--- src/rtl/flaf_trig_expand_ctrl_pkg.sv ---
// Shared Q4.12 angle constants, controller state encoding and the input clamp helper
// used when FLAF_X_SATURATE_EN is defined.
package flaf_trig_expand_ctrl_pkg;

  localparam logic signed [15:0] PI_Q12   = 16'sh3244;
  localparam logic signed [16:0] PIB2_Q12 = 17'sh01922;
  localparam logic signed [15:0] ONE_Q12  = 16'sh1000;

  typedef enum logic [2:0] {
    IDLE  = 3'd0,
    MULT  = 3'd1,
    ISSUE = 3'd2,
    DRAIN = 3'd3,
    OUT   = 3'd4
  } state_t;

  function automatic logic signed [15:0] sat_q12(input logic signed [15:0] x);
    if (x > ONE_Q12)
      return ONE_Q12;
    else if (x < -ONE_Q12)
      return -ONE_Q12;
    return x;
  endfunction

endpackage

--- src/rtl/flaf_theta_gen.sv ---
// Angle generator: registers theta1 = (x*PI)>>>12 on load, then accumulates k*theta1;
// theta presents the sin argument (acc - PI/2) when sub=0 and the cos argument when sub=1.
module flaf_theta_gen
  import flaf_trig_expand_ctrl_pkg::*;
(
  input  logic               clk,
  input  logic               reset,
  input  logic               load,
  input  logic               step,
  input  logic               sub,
  input  logic signed [15:0] x,
  output logic signed [16:0] theta
);

  logic signed [31:0] x_w;
  logic signed [31:0] pi_w;
  logic signed [31:0] prod;
  logic signed [16:0] theta1_n;
  logic signed [16:0] theta1;
  logic signed [16:0] acc;
  logic               unused_prod_bits;

  assign x_w  = 32'(x);
  assign pi_w = 32'(PI_Q12);
  assign prod = x_w * pi_w;

  // Bits [28:12] are the arithmetic shift by 12 truncated to 17b signed.
  assign theta1_n         = prod[28:12];
  assign unused_prod_bits = ^{prod[31:29], prod[11:0]};

  always_ff @(posedge clk or negedge reset) begin
    if (!reset) begin
      theta1 <= '0;
      acc    <= '0;
    end else if (load) begin
      theta1 <= theta1_n;
      acc    <= theta1_n;
    end else if (step) begin
      acc <= acc + theta1;
    end
  end

  assign theta = sub ? acc : (acc - PIB2_Q12);

endmodule

--- src/rtl/flaf_trig_expand_ctrl.sv ---
// Time-shares one cosine unit to build [x, sin(k*pi*x), cos(k*pi*x)] k=1..ORDER; first word
// 2*ORDER+CU_LAT+1 cycles after accept, held while fe_ready is low. Clamp via FLAF_X_SATURATE_EN.
module flaf_trig_expand_ctrl
  import flaf_trig_expand_ctrl_pkg::*;
#(
  parameter int ORDER  = 3,
  parameter int CU_LAT = 2,
  parameter int NW     = 7
) (
  input  logic               clk,
  input  logic               reset,
  input  logic signed [15:0] x_in,
  input  logic               x_valid,
  output logic               x_ready,
  output logic        [16:0] cu_theta,
  output logic               cu_issue,
  input  logic        [15:0] cu_cos,
  output logic        [15:0] fe_data,
  output logic        [2:0]  fe_idx,
  output logic               fe_valid,
  output logic               fe_last,
  input  logic               fe_ready,
  output logic               busy
);

  localparam logic [2:0]        LAST_TAG   = 3'(2 * ORDER);
  localparam logic [2:0]        LAST_IDX   = 3'(NW - 1);
  localparam logic [CU_LAT-1:0] LAST_STAGE = CU_LAT'(1) << (CU_LAT - 1);

  state_t             state;
  logic [2:0]         tag;
  logic [15:0]        wbuf [NW];
  logic [CU_LAT-1:0]  pv;
  logic [2:0]         pt [CU_LAT];
  logic signed [15:0] x_lat;
  logic signed [16:0] theta;
  logic               accept;
  logic               drain_done;

`ifdef FLAF_X_SATURATE_EN
  assign x_lat = sat_q12(x_in);
`else
  assign x_lat = x_in;
`endif

  assign accept  = (state == IDLE) && x_valid;
  assign x_ready = (state == IDLE);
  assign busy    = (state != IDLE);

  // Leave DRAIN once only the final stage still holds a result: it lands on the same edge.
  assign drain_done = ((pv & ~LAST_STAGE) == '0);

  flaf_theta_gen u_theta_gen (
    .clk   (clk),
    .reset (reset),
    .load  (state == MULT),
    .step  (cu_issue && !tag[0]),
    .sub   (!tag[0]),
    .x     ($signed(wbuf[0])),
    .theta (theta)
  );

  always_ff @(posedge clk or negedge reset) begin
    if (!reset) begin
      state    <= IDLE;
      tag      <= '0;
      cu_issue <= 1'b0;
      fe_valid <= 1'b0;
      fe_idx   <= '0;
    end else begin
      case (state)
        IDLE: begin
          if (x_valid)
            state <= MULT;
        end
        MULT: begin
          state    <= ISSUE;
          cu_issue <= 1'b1;
          tag      <= 3'd1;
        end
        ISSUE: begin
          if (tag == LAST_TAG) begin
            cu_issue <= 1'b0;
            state    <= DRAIN;
          end else begin
            tag <= tag + 3'd1;
          end
        end
        DRAIN: begin
          if (drain_done) begin
            state    <= OUT;
            fe_valid <= 1'b1;
            fe_idx   <= '0;
          end
        end
        OUT: begin
          if (fe_ready) begin
            if (fe_idx == LAST_IDX) begin
              state    <= IDLE;
              fe_valid <= 1'b0;
              fe_idx   <= '0;
            end else begin
              fe_idx <= fe_idx + 3'd1;
            end
          end
        end
        default: state <= IDLE;
      endcase
    end
  end

  // Tag pipeline tracks which buffer slot each in-flight cosine result belongs to.
  always_ff @(posedge clk or negedge reset) begin
    if (!reset) begin
      pv <= '0;
      for (int i = 0; i < CU_LAT; i++)
        pt[i] <= '0;
      for (int i = 0; i < NW; i++)
        wbuf[i] <= '0;
    end else begin
      pv[0] <= cu_issue;
      pt[0] <= tag;
      for (int i = 1; i < CU_LAT; i++) begin
        pv[i] <= pv[i-1];
        pt[i] <= pt[i-1];
      end
      if (pv[CU_LAT-1])
        wbuf[pt[CU_LAT-1]] <= cu_cos;
      if (accept)
        wbuf[0] <= x_lat;
    end
  end

  assign cu_theta = cu_issue ? theta : '0;
  assign fe_data  = fe_valid ? wbuf[fe_idx] : '0;
  assign fe_last  = fe_valid && (fe_idx == LAST_IDX);

endmodule

--- config.mk ---
export PLATFORM = sky130hd
export DESIGN_NAME = flaf_trig_expand_ctrl
export DESIGN_NICKNAME = d
export VERILOG_FILES = /design/src/rtl/flaf_trig_expand_ctrl_pkg.sv /design/src/rtl/flaf_theta_gen.sv /design/src/rtl/flaf_trig_expand_ctrl.sv
export SDC_FILE = /design/constraint.sdc
export NUM_CORES = 1
export LEC_CHECK = 0
export ABC_CLOCK_PERIOD_IN_PS = 4000
export BUFFER_PORTS_ARGS = -buffer_cell sky130_fd_sc_hd__buf_4
export CORE_ASPECT_RATIO = 0.9
export CORE_UTILIZATION = 56
export CTS_CLUSTER_SIZE = 10
export DETAILED_ROUTE_END_ITERATION = 8
export PLACE_DENSITY = 0.78
export RECOVER_POWER = 25
export SLEW_MARGIN = 0
export SYNTH_ARGS = -nofsm -noshare
export SYNTH_HDL_FRONTEND = slang
export SYNTH_HIERARCHICAL = 1
export SYNTH_SLANG_ARGS = --single-unit
--- constraint.sdc ---
create_clock -name clk -period 4 [get_ports clk]
set_input_delay 0.8 -clock clk [delete_from_list [all_inputs] [get_ports clk]]
set_output_delay 0.8 -clock clk [all_outputs]
set_load 0.02 [all_outputs]
* Word-level counts from Yosys, hierarchy flattened
Cells that the tools add are included.
** Word-level totals
- Input port bits :: 36
- Flip-flop bits (word level) :: 165
- Word-level logic and storage cells :: 87
- Output and inout port bits :: 41
** Cells by class
- Order comparisons :: 3
- Equal/unequal tests :: 12
- Add/subtract/negate cells :: 4
- $mul :: 1
- Bitwise logic cells :: 2
- Muxes and demuxes :: 31
- Reduce and logical (&&, ||, !) cells :: 17
** Operator list (number)
- $bwmux 112 :: 1
- $mux 112 :: 1
- $mux 16 :: 5
- $mux 17 :: 4
- $bmux 16 s3 :: 1
- $demux 16 s3 :: 1
- $mul 16x13->27 const B :: 1
- $mux 3 :: 9
- $add 17x17->17 :: 1
- $sub 17x14->17 const B :: 1
- $pmux 3 s5 :: 1
- $ne 2x2->1 const B :: 6
- $pmux 3 s2 :: 2
- $eq 3x3->1 const B :: 3
- $ge 4x4->1 const B :: 2
- $not 3->4 :: 2
- $reduce_bool 2->1 :: 4
- $add 3x1->3 const B :: 2
- $eq 3x2->1 const B :: 2
- $reduce_and 5->1 :: 1
- $logic_and 1x1->1 :: 4
- $lt 4x1->1 const B :: 1
- $mux 1 :: 4
- $pmux 1 s2 :: 2
- 8 further kinds :: 9

* Depth between registers and ports, before layout
Gate-level depths: netlist (run 1).
- Word-level depth :: 8
- Gate-level depth with buffers :: 16
- Depth with buffers taken out :: 16

* By module
Netlist (run 1), hierarchy kept.
** By module, submodules not included
- flaf_trig_expand_ctrl :: area an instance 6429.9 um^2, cells each 477, times used 1
- flaf_theta_gen :: area an instance 4959.8 um^2, cells each 529, times used 1

* Worst setup path after synthesis (run 1)
OpenSTA, ideal clock, no wires.
- Path kind :: register -> register
- Start point :: reg wbuf[97] (netlist name)
- End point :: reg u_theta_gen.acc[11]
- Arrival :: 4171 ps
- Slack :: -297 ps
- Library setup time :: 127 ps
- Clock period less this slack :: 4297 ps
- Cell stages (with the launch flop) :: 17
- Required time :: 3873 ps
- Buffers on the path :: 0
- Cells stage by stage :: dfrtp_1 -> ha_1 -> inv_1 -> fa_1 -> inv_1 -> fa_1 -> fa_1 -> ha_1 -> ha_1 -> a211oi_2 -> o21ai_1 -> o2111a_2 -> o31ai_4 -> o21ai_2 -> a211o_1 -> nand3_2 -> o21ai_2
** Between the ends
- Word-level cells in the longest chain between the ends :: 2
** Ends and longest elaborated chain
- start, declared :: line flaf_trig_expand_ctrl.sv:32 : logic [15:0] wbuf [NW];
- start signal, assigned by index :: line flaf_trig_expand_ctrl.sv:128 : wbuf[pt[CU_LAT-1]] <= cu_cos;
- $mul 16x13->27 :: line flaf_theta_gen.sv:25 : assign prod = x_w * pi_w;
- $mux 17 :: line flaf_theta_gen.sv:35 : end else if (load) begin
- end signal, assigned :: line flaf_theta_gen.sv:37 : acc <= theta1_n;
- end signal, assigned :: line flaf_theta_gen.sv:39 : acc <= acc + theta1;
- end, declared :: line flaf_theta_gen.sv:20 : logic signed [16:0] acc;
Every way passes these cells.
A chain may end at the register's enable or synchronous reset.

* Worst setup path after layout (run 1)
- Start point :: reg wbuf[97] (netlist name)
- End point :: reg u_theta_gen.theta1[14]
** Between the ends
- Word-level cells in the longest chain between the ends :: 1
** Ends and longest elaborated chain
- $mul 16x13->27 :: line flaf_theta_gen.sv:25
- end signal, assigned :: line flaf_theta_gen.sv:36 : theta1 <= theta1_n;
- end, declared :: line flaf_theta_gen.sv:19 : logic signed [16:0] theta1;
Every way passes these cells.

==> results of run 1 <==
critical path: cells and delay by family (launching register included):
| family | cells | cell delay [ps] |
|---|---|---|
| fa+ha+maj | 6 | 2040 |
| compound gates | 6 | 1210 |
| flops | 1 | 400 |
| xor+xnor | 1 | 180 |
| mux | 1 | 110 |
| buf+inv | 2 | 100 |
synth_stat cells (all sizes together), types with 14 or more instances:
cell	instances	area (um^2)
dfrtp	165	4130
mux2	104	1250
ha	87	1090
o21ai	75	402
nand2	59	221
inv	58	218
mux2i	49	490
a21oi	47	246
xnor2	38	333
fa	36	721
nor2	34	128
buf	32	235
xor2	25	219
and2	18	113
nor3	17	101
a2bb2oi	16	140
clkbuf	16	60.1
mux4	16	360
nand3	14	75.1
cells by family (layout without fill, tap and decap cells):
family,Yosys count,in the layout,synth area share [%]
mux,169,169,18.4
compound gates,189,189,10.6
xor+xnor,63,63,4.84
buf+inv,106,242,4.50
fa+ha+maj,123,123,15.9
flops,165,165,36.3
simple gates,191,191,9.46
cell type report:
| cell class | count | share of cell area (%) |
|---|---|---|
| well taps | 255 | 2.38 |
| multi-input cells | 735 | 52.3 |
| repair buffers | 152 | 8.51 |
| inverters | 58 | 1.62 |
| clock buffers | 17 | 3.17 |
| flip-flops and latches | 165 | 30.8 |
| clock inverters | 15 | 1.19 |
path summary, 6_finish.rpt:
kind / to / slack (ps) / from / cells past startpoint
max: u_theta_gen/theta1[14] / -210 / wbuf[97] / 16
min: pt[1] / 360 / pt[4] / 0
max reg2reg: u_theta_gen/theta1[14] / -210 / wbuf[97] / 16
min reg2reg: pt[1] / 360 / pt[4] / 0
max in group asynchronous: wbuf[102] / 1330 / reset / 1
min in group asynchronous: wbuf[62] / 1130 / reset / 1
state kept, by name (all words and copies together), names as in the netlist:
signal              cells
fe_idx                  3
pv                      2
wbuf                  112
u_theta_gen/acc        17
fe_valid                1
pt                      6
cu_issue                1
state                   3
tag                     3
u_theta_gen/theta1     17
through the flow:
stage | cell area (um^2) | cells
final | 13400 | 1397
after global routing | 13400 | 1397
after CTS | 13400 | 1396
after detailed placement | 12700 | 1360
after global placement | 12700 | 1360
after floorplan | 11600 | 1006
layer usage:
layer	GRT usage, %	vias to the layer above
met5	0	-
met4	7.03	0
met3	4.37	32
met2	40.6	185
met1	33.8	4056
li1	-	3843
repair_timing:
action                     CTS  global route
setup buffers                4             1
pin swaps                   13             7
setup endpoints to repair   24            28
gates resized for setup     12            14
cloned                       0             0
==> results.py, run 1 <==
metrics = {
    "sta": {
        "setup_repair_after_global_routing_missed_its_margin": "true",
        "slew_headroom_pct": -60.9,
        "setup_tns_ps": -3140,
        "setup_ws_ps": -209,
        "timing.final.max_slew_violations": 94,
        "fin_crit_sh_pct": 105,
        "setup_viol": 24,
        "final-hold-violation-count": 0,
        "final_critical_path_required_period_ps": 4210,
        "worst_clock_skew_ps": 11.4,
        "hold_ws_ps": 359,
        "tightest_slew_ps": 2410,
        "max_clock_freq_mhz": 238,
    },
    "run_status": {
        "outcome": "finished, violations left",
        "violations": "DRC, capacitance limit, slew limit, setup timing",
    },
    "floorplanning": {
        "floorplan.core_area_um2": 19900,
        "core.rowCount": 49,
        "dieWidth_um": 152,
        "area_of_the_die_um2": 20900,
        "top_level_ports": 77,
        "floorplan.initialDensity_pct": 57.2,
        "dieHeight_um": 137,
    },
    "cells_and_area": {
        "most_common_library_cell_in_the_layout_ignoring_fill_and_taps": "dfrtp_1",
        "area_of_the_multi_input_gates_um2": 7020,
        "synthToLayoutAreaGrowth_pct": 17.9,
        "antenna_cells": 0,
        "fillerInstances": 1425,
        "final_nets": 1288,
        "postLayoutCoreUtil_pct": 67.4,
        "area.sequential_um2": 4140,
        "final_layout_size_suffix_gt1_share_pct": 32.4,
        "most-common-layout-cells": "dfrtp_1, buf_4, mux2_2, ha_1, nand2_1",
    },
    "detailed_routing": {
        "sum_of_met3_wire_segment_lengths_after_detailed_routing_mm": 1.03,
        "antenna_left": 0,
        "total_via_count_in_the_routed_design": 8116,
        "drt_first_iter_violations": 386,
        "routed_length_per_instance_um": 17.8,
        "drt-total-wl_mm": 24.9,
        "route.layer.met1.wl_mm": 11.5,
        "routed-wl-met2_mm": 12.1,
        "highest-signal-layer": "met4",
        "drc_errors": 5,
        "firstDrtPassIters": 9,
        "via_per_inst": 5.81,
    },
    "global_route": {
        "grt_start_max_net_pins": 94,
        "number_of_antenna_violations_at_the_first_check_in_global_routing": 0,
        "grtUsageTotal_pct": 24.7,
        "grt_overflow_total": 0,
        "number_of_global_route_vias_before_repair": 8072,
        "wire_length_of_the_first_global_routing_pass_mm": 40.8,
    },
    "clock_network": {
        "cts_hold_repair.buffers": 0,
        "htree_levels": 4,
        "cts.sinks": 165,
        "cts_clk_pin_slew_worst_paths_ps": 70,
        "cts_buffer_depth": 2,
        "cts_tree": "done",
        "cts_root_buffer": "clkbuf_16",
        "numCtsBuffers": 17,
        "worstSkewPairLatency_ps": 430,
    },
    "placement": {
        "io_buffer_count": 76,
        "place_worst_setup_slack_ps": -261,
        "dp.final_hpwl_mm": 18.2,
        "gpl.final_weighted_congestion": 0.883,
    },
    "logic_synthesis": {
        "synth-async-reset-ratio_pct": 100,
        "yosysWarningCount": 6,
        "avgSynthCellArea_um2": 11.3,
        "synth_sequential_area_ratio_pct": 36.3,
        "ys_ff_latch": 165,
        "synth.cell_area_um2": 11400,
        "number_of_nets_produced_by_synthesis": 1165,
        "synth_edf_count": 0,
        "synth_ff_type": "dfrtp_1",
        "syn-instance-count": 1006,
        "yosysUniqueCellTypes": 76,
    },
    "worst_hold_path": {
        "min-delay-path-class": "reg -> reg",
    },
    "critical_path": {
        "crit_slowest_cell": "fa_2",
        "data_arrival_time_of_the_worst_path_ps": 4480,
        "criticalPathCategory": "reg -> reg",
        "worst-path-max-fanout": 4,
        "type_of_element_launching_the_critical_path": "flop",
        "critical-path-max-stage-delay_ps": 560,
        "path_cells": "ha_1, ha_1, inv_1, fa_1, inv_1, fa_2, ha_4, ha_4, a211oi_2, o21ai_1, o2111a_2, o31a_4, a21oi_4, o21ai_2, xnor2_1, mux2i_1",
        "setup.worst_path.end_class": "flop",
        "worst-endpoint-required_ps": 4270,
    },
    "flow_run": {
        "cap_violations": 1,
    },
}
Power of run 1 is left out: the tool's default activity adds up to more than one toggle a clock period on the data nets, which glitch-free logic cannot reach.
==> run 2, diff against run 1 <==
- CORE_ASPECT_RATIO: 0.9 -> not set
- GPL_TIMING_DRIVEN: not set -> 0
==> run 2 against run 1 <==
  * The flow finishes with violations (capacitance limit, slew limit, setup timing)
  * Sequential share of layout area up 0.11 points
  * First-iteration DRC count up 15%
  * Design area down 0.13%
  * Critical path type unchanged
  * Largest cell class unchanged
==> results.py, run 2 (synthesized netlist as in run 1, its figures left out) <==
metrics = {
    "global_route": {
        "grtUsageTotal_pct": 26.4,
        "number_of_antenna_violations_at_the_first_check_in_global_routing": 0,
        "wire_length_of_the_first_global_routing_pass_mm": 41.6,
        "grt_overflow_total": 0,
        "number_of_global_route_vias_before_repair": 8115,
        "grt_start_max_net_pins": 110,
    },
    "flow_run": {
        "cap_violations": 1,
    },
    "critical_path": {
        "critical-path-max-stage-delay_ps": 560,
        "type_of_element_launching_the_critical_path": "flop",
        "data_arrival_time_of_the_worst_path_ps": 4670,
        "worst-endpoint-required_ps": 4350,
        "worst-path-max-fanout": 4,
        "setup.worst_path.end_class": "flop",
        "criticalPathCategory": "reg -> reg",
        "crit_slowest_cell": "fa_1",
        "critical-path-top-delay-family": "adder cells",
        "path_cells": "ha_4, fa_1, fa_1, fa_1, ha_4, ha_4, a21oi_1, nor2_1, or4_1, a31oi_2, o31ai_2, xnor2_1, nor2b_1, nor3_2",
        "critical_path.n_buffers_inverters": 0,
    },
    "cells_and_area": {
        "max_flop_register": "wbuf",
        "top_regs": "wbuf: 112 flops, u_theta_gen/acc: 17 flops, u_theta_gen/theta1: 17 flops",
        "synthToLayoutAreaGrowth_pct": 17.7,
        "flip_flop_count_of_the_largest_register_after_layout": 112,
        "most-common-layout-cells": "dfrtp_1, buf_4, mux2_2, ha_1, nand2_1",
        "final_layout_size_suffix_gt1_share_pct": 31.5,
        "most_common_library_cell_in_the_layout_ignoring_fill_and_taps": "dfrtp_1",
        "final_nets": 1284,
        "final_area_um2": 13400,
        "postLayoutCoreUtil_pct": 68.0,
        "antenna_cells": 0,
    },
    "run_status": {
        "outcome": "finished, violations left",
        "violations": "capacitance limit, slew limit, setup timing",
    },
    "clock_network": {
        "cts.sinks": 165,
        "cts_root_buffer": "clkbuf_16",
        "cts_buffer_depth": 2,
        "cts_tree": "done",
        "numCtsBuffers": 17,
        "htree_levels": 4,
        "worstSkewPairLatency_ps": 430,
        "cts_hold_repair.buffers": 0,
        "cts_clk_pin_slew_worst_paths_ps": 70,
    },
    "sta": {
        "worst_clock_skew_ps": 11.6,
        "final_critical_path_required_period_ps": 4320,
        "setup_repair_after_global_routing_missed_its_margin": "true",
        "tightest_slew_ps": 3040,
        "slew_headroom_pct": -103,
        "setup_tns_ps": -5060,
        "setup_ws_ps": -322,
        "setup_viol": 24,
        "fin_crit_sh_pct": 108,
        "max_clock_freq_mhz": 231,
        "timing.final.max_slew_violations": 58,
        "final-hold-violation-count": 0,
    },
    "placement": {
        "gpl.final_weighted_congestion": 0.860,
        "io_buffer_count": 76,
        "post_dp_cell_area_um2": 12500,
        "dp.final_hpwl_mm": 19.1,
    },
    "worst_hold_path": {
        "min-delay-path-class": "reg -> reg",
    },
    "detailed_routing": {
        "antenna_left": 0,
        "routed_length_per_instance_um": 18.7,
        "drt_first_iter_violations": 445,
        "drc_errors": 0,
        "drt-total-wl_mm": 26.3,
        "via_per_inst": 5.83,
        "total_via_count_in_the_routed_design": 8184,
        "firstDrtPassIters": 5,
    },
    "floorplanning": {
        "dieWidth_um": 145,
        "area_of_the_die_um2": 20900,
        "top_level_ports": 77,
        "floorplan.core_area_um2": 19700,
        "dieHeight_um": 145,
        "floorplan.initialDensity_pct": 57.8,
        "core.rowCount": 51,
    },
}
run 2: changes by cell type in the layout (fill, tap and decap cells not counted), sizes merged:
cell	before	now
clkbuf	18	35
clkinv	4	7
clkinvlp	3	1
inv	66	65
buf	151	130
run 2: repair_timing:
item	4_1_cts	5_1_grt
setup endpoints to repair	24	26
resized for setup	28	22
buffers inserted	14	9
pin swaps	11	11
run 2: final timing paths:
kind	endpoint	start	depth (start not counted)	slack, ps
worst max register to register	u_theta_gen/acc[16]	wbuf[102]	14	-320
worst min-delay path	pt[1]	pt[4]	0	350
worst max-delay path	u_theta_gen/acc[16]	wbuf[102]	14	-320
min in group asynchronous	pt[1]	reset	1	1360
worst min register to register	pt[1]	pt[4]	0	350
max in group asynchronous	wbuf[106]	reset	2	450
run 2: metal layers:
metal | up-vias | part of all wire (%) | wire (um) | GRT usage, %
met5 | - | 0 | 0 | 0
met4 | 0 | 2.7 | 696 | 9.86
met3 | 59 | 5.3 | 1380 | 5.13
met2 | 240 | 49 | 12900 | 43.8
met1 | 4051 | 43 | 11200 | 34.2
li1 | 3834 | - | - | -
run 2: cell type report:
type / count / area [um^2]
plain buffers: 48 / 288
clock buffers: 17 / 425
clock inverters: 15 / 180
fillers: 1419 / 6310
inverters: 58 / 218
multi-input cells: 735 / 7070
flip-flops and latches: 165 / 4150
well taps: 265 / 332
repair buffers: 100 / 751
run 2: metrics by stage:
stage	std cells	hold WS (ps)	setup WS, ps
final	1403	351	-322
after global routing	1403	360	-443
after global placement	1347	334	-401
after CTS	1394	297	-358
after detailed placement	1348	337	-490
after floorplan	1006	331	-35.0
Power of run 2 is left out for the same reason.
==> run 3, diff against run 2 <==
- CORE_UTILIZATION: 56 -> 41
- CTS_BUF_LIST: not set -> sky130_fd_sc_hd__clkbuf_4
- PLACE_DENSITY: 0.78 -> not set
==> run 3 against run 2 <==
  * The run still ends with capacitance limit, slew limit, setup timing left
  * Worst hold slack gained 22 ps
  * Flip-flop and latch count unchanged
  * Core utilization is 19 points lower
  * Critical path type unchanged
==> results.py, run 3 (synthesized netlist as in run 1, its figures left out) <==
metrics = {
    "run_status": {
        "outcome": "finished, violations left",
        "violations": "capacitance limit, slew limit, setup timing",
    },
    "detailed_routing": {
        "drc_errors": 0,
        "routed_length_per_instance_um": 17.5,
        "total_via_count_in_the_routed_design": 7918,
        "drt-total-wl_mm": 26.5,
        "drt_first_iter_violations": 370,
        "firstDrtPassIters": 5,
        "antenna_left": 0,
        "via_per_inst": 5.23,
    },
    "sta": {
        "setup_viol": 24,
        "final-hold-violation-count": 0,
        "timing.final.max_slew_violations": 67,
        "setup_repair_after_global_routing_missed_its_margin": "true",
        "max_clock_freq_mhz": 231,
        "fin_crit_sh_pct": 108,
        "setup_ws_ps": -321,
        "worst_clock_skew_ps": 46.4,
        "slew_headroom_pct": -103,
        "tightest_slew_ps": 3050,
        "final_critical_path_required_period_ps": 4320,
    },
    "floorplanning": {
        "floorplan.core_area_um2": 27100,
        "dieWidth_um": 169,
        "core.rowCount": 60,
        "floorplan.initialDensity_pct": 42.0,
        "area_of_the_die_um2": 28400,
        "dieHeight_um": 169,
        "top_level_ports": 77,
    },
    "clock_network": {
        "cts.sinks": 165,
        "cts_hold_repair.buffers": 0,
        "cts_tree": "done",
        "cts_root_buffer": "clkbuf_4",
        "cts_clk_pin_slew_worst_paths_ps": 210,
        "worstSkewPairLatency_ps": 600,
        "cts_buffer_depth": 2,
        "htree_levels": 4,
        "numCtsBuffers": 17,
    },
    "global_route": {
        "number_of_antenna_violations_at_the_first_check_in_global_routing": 1,
        "wire_length_of_the_first_global_routing_pass_mm": 43.5,
        "grtUsageTotal_pct": 19.6,
        "grt_start_max_net_pins": 101,
        "number_of_global_route_vias_before_repair": 8097,
        "grt_overflow_total": 0,
    },
    "cells_and_area": {
        "postLayoutCoreUtil_pct": 49.1,
        "most_common_library_cell_in_the_layout_ignoring_fill_and_taps": "dfrtp_1",
        "most-common-layout-cells": "dfrtp_1, buf_4, mux2_2, ha_1, nand2_1",
        "max_flop_register": "wbuf",
        "fillerInstances": 2500,
        "final_layout_size_suffix_gt1_share_pct": 31.4,
        "final_nets": 1286,
        "synthToLayoutAreaGrowth_pct": 16.7,
        "flip_flop_count_of_the_largest_register_after_layout": 112,
        "top_regs": "wbuf: 112 flops, u_theta_gen/acc: 17 flops, u_theta_gen/theta1: 17 flops",
    },
    "critical_path": {
        "worst-path-max-fanout": 3,
        "criticalPathCategory": "reg -> reg",
        "setup.worst_path.end_class": "flop",
        "type_of_element_launching_the_critical_path": "flop",
        "data_arrival_time_of_the_worst_path_ps": 4830,
        "worst-endpoint-required_ps": 4510,
    },
    "worst_hold_path": {
        "min-delay-path-class": "reg -> reg",
    },
    "placement": {
        "dp.final_hpwl_mm": 19.6,
        "gpl.final_weighted_congestion": 0.857,
        "io_buffer_count": 76,
    },
    "flow_run": {
        "cap_violations": 1,
    },
}
## run 3: changes by cell type in the layout (fill, tap and decap cells not counted), sizes merged
cell,before,now
inv,65,66
clkbuf,35,33
clkinv,7,6
clkdlybuf4s25,0,1
buf,130,133
diode,0,1
## run 3: layout make-up
class	instances	area, um^2	share of cell area, %
multi-input cells	735	7070	53.2
flip-flops and latches	165	4150	31.2
clock inverters	15	193	1.45
plain buffers	48	295	2.22
well taps	372	465	3.50
clock buffers	17	128	0.960
repair buffers	102	776	5.83
diodes	1	2.50	0.0188
inverters	58	218	1.64
## run 3: routing by layer
layer	GRT usage (%)	routed length (um)	share of wire [%]	vias to the layer above
li1	-	-	-	3839
met1	27.9	13000	49	3919
met2	31.8	12400	47	134
met3	2.27	635	2.4	26
met4	4.94	366	1.4	0
met5	0	0	0	-
## run 3: final timing paths
check	startpoint	to	slack (ps)	cells past startpoint
hold reg to reg	pt[3]	pt[0]	370	0
setup reg to reg	wbuf[98]	u_theta_gen/theta1[14]	-320	17
setup / recovery	wbuf[98]	u_theta_gen/theta1[14]	-320	17
hold / removal	pt[3]	pt[0]	370	0
min in group asynchronous	reset	wbuf[5]	1390	1
max in group asynchronous	reset	wbuf[97]	480	2
## run 3: repair_timing
item | in CTS | in global routing
resized for setup | 42 | 9
pin swaps | 19 | 12
setup buffers | 23 | 3
endpoints found under the hold margin | 0 | 0
endpoints found under the setup margin | 24 | 26
## run 3: worst max-delay path, stage by stage, from the launching register on
cell and delay, ps:
dfrtp_2 490, ha_4 280, inv_2 30, fa_1 510
inv_2 50, fa_1 470, fa_1 570, ha_4 220
ha_4 160, a211oi_2 120, o21ai_1 110, o2111a_2 300
buf_4 150, o31a_4 300, a21oi_4 160, o21ai_2 80
xnor2_2 150, mux2i_1 90
## run 3: per-stage QoR
step | setup slack (ps) | std cells | area (um^2) | hold slack (ps) | setup TNS, ps
final | -321 | 1513 | 13300 | 373 | -5320
after global placement | -404 | 1454 | 12600 | 334 | -6370
after floorplan | -35.0 | 1006 | 11600 | 331 | -69.9
after detailed placement | -460 | 1455 | 12600 | 336 | -7050
after global routing | -468 | 1513 | 13300 | 379 | -24100
after CTS | -319 | 1510 | 13300 | 93.9 | -4290
Power of run 3 is left out for the same reason.
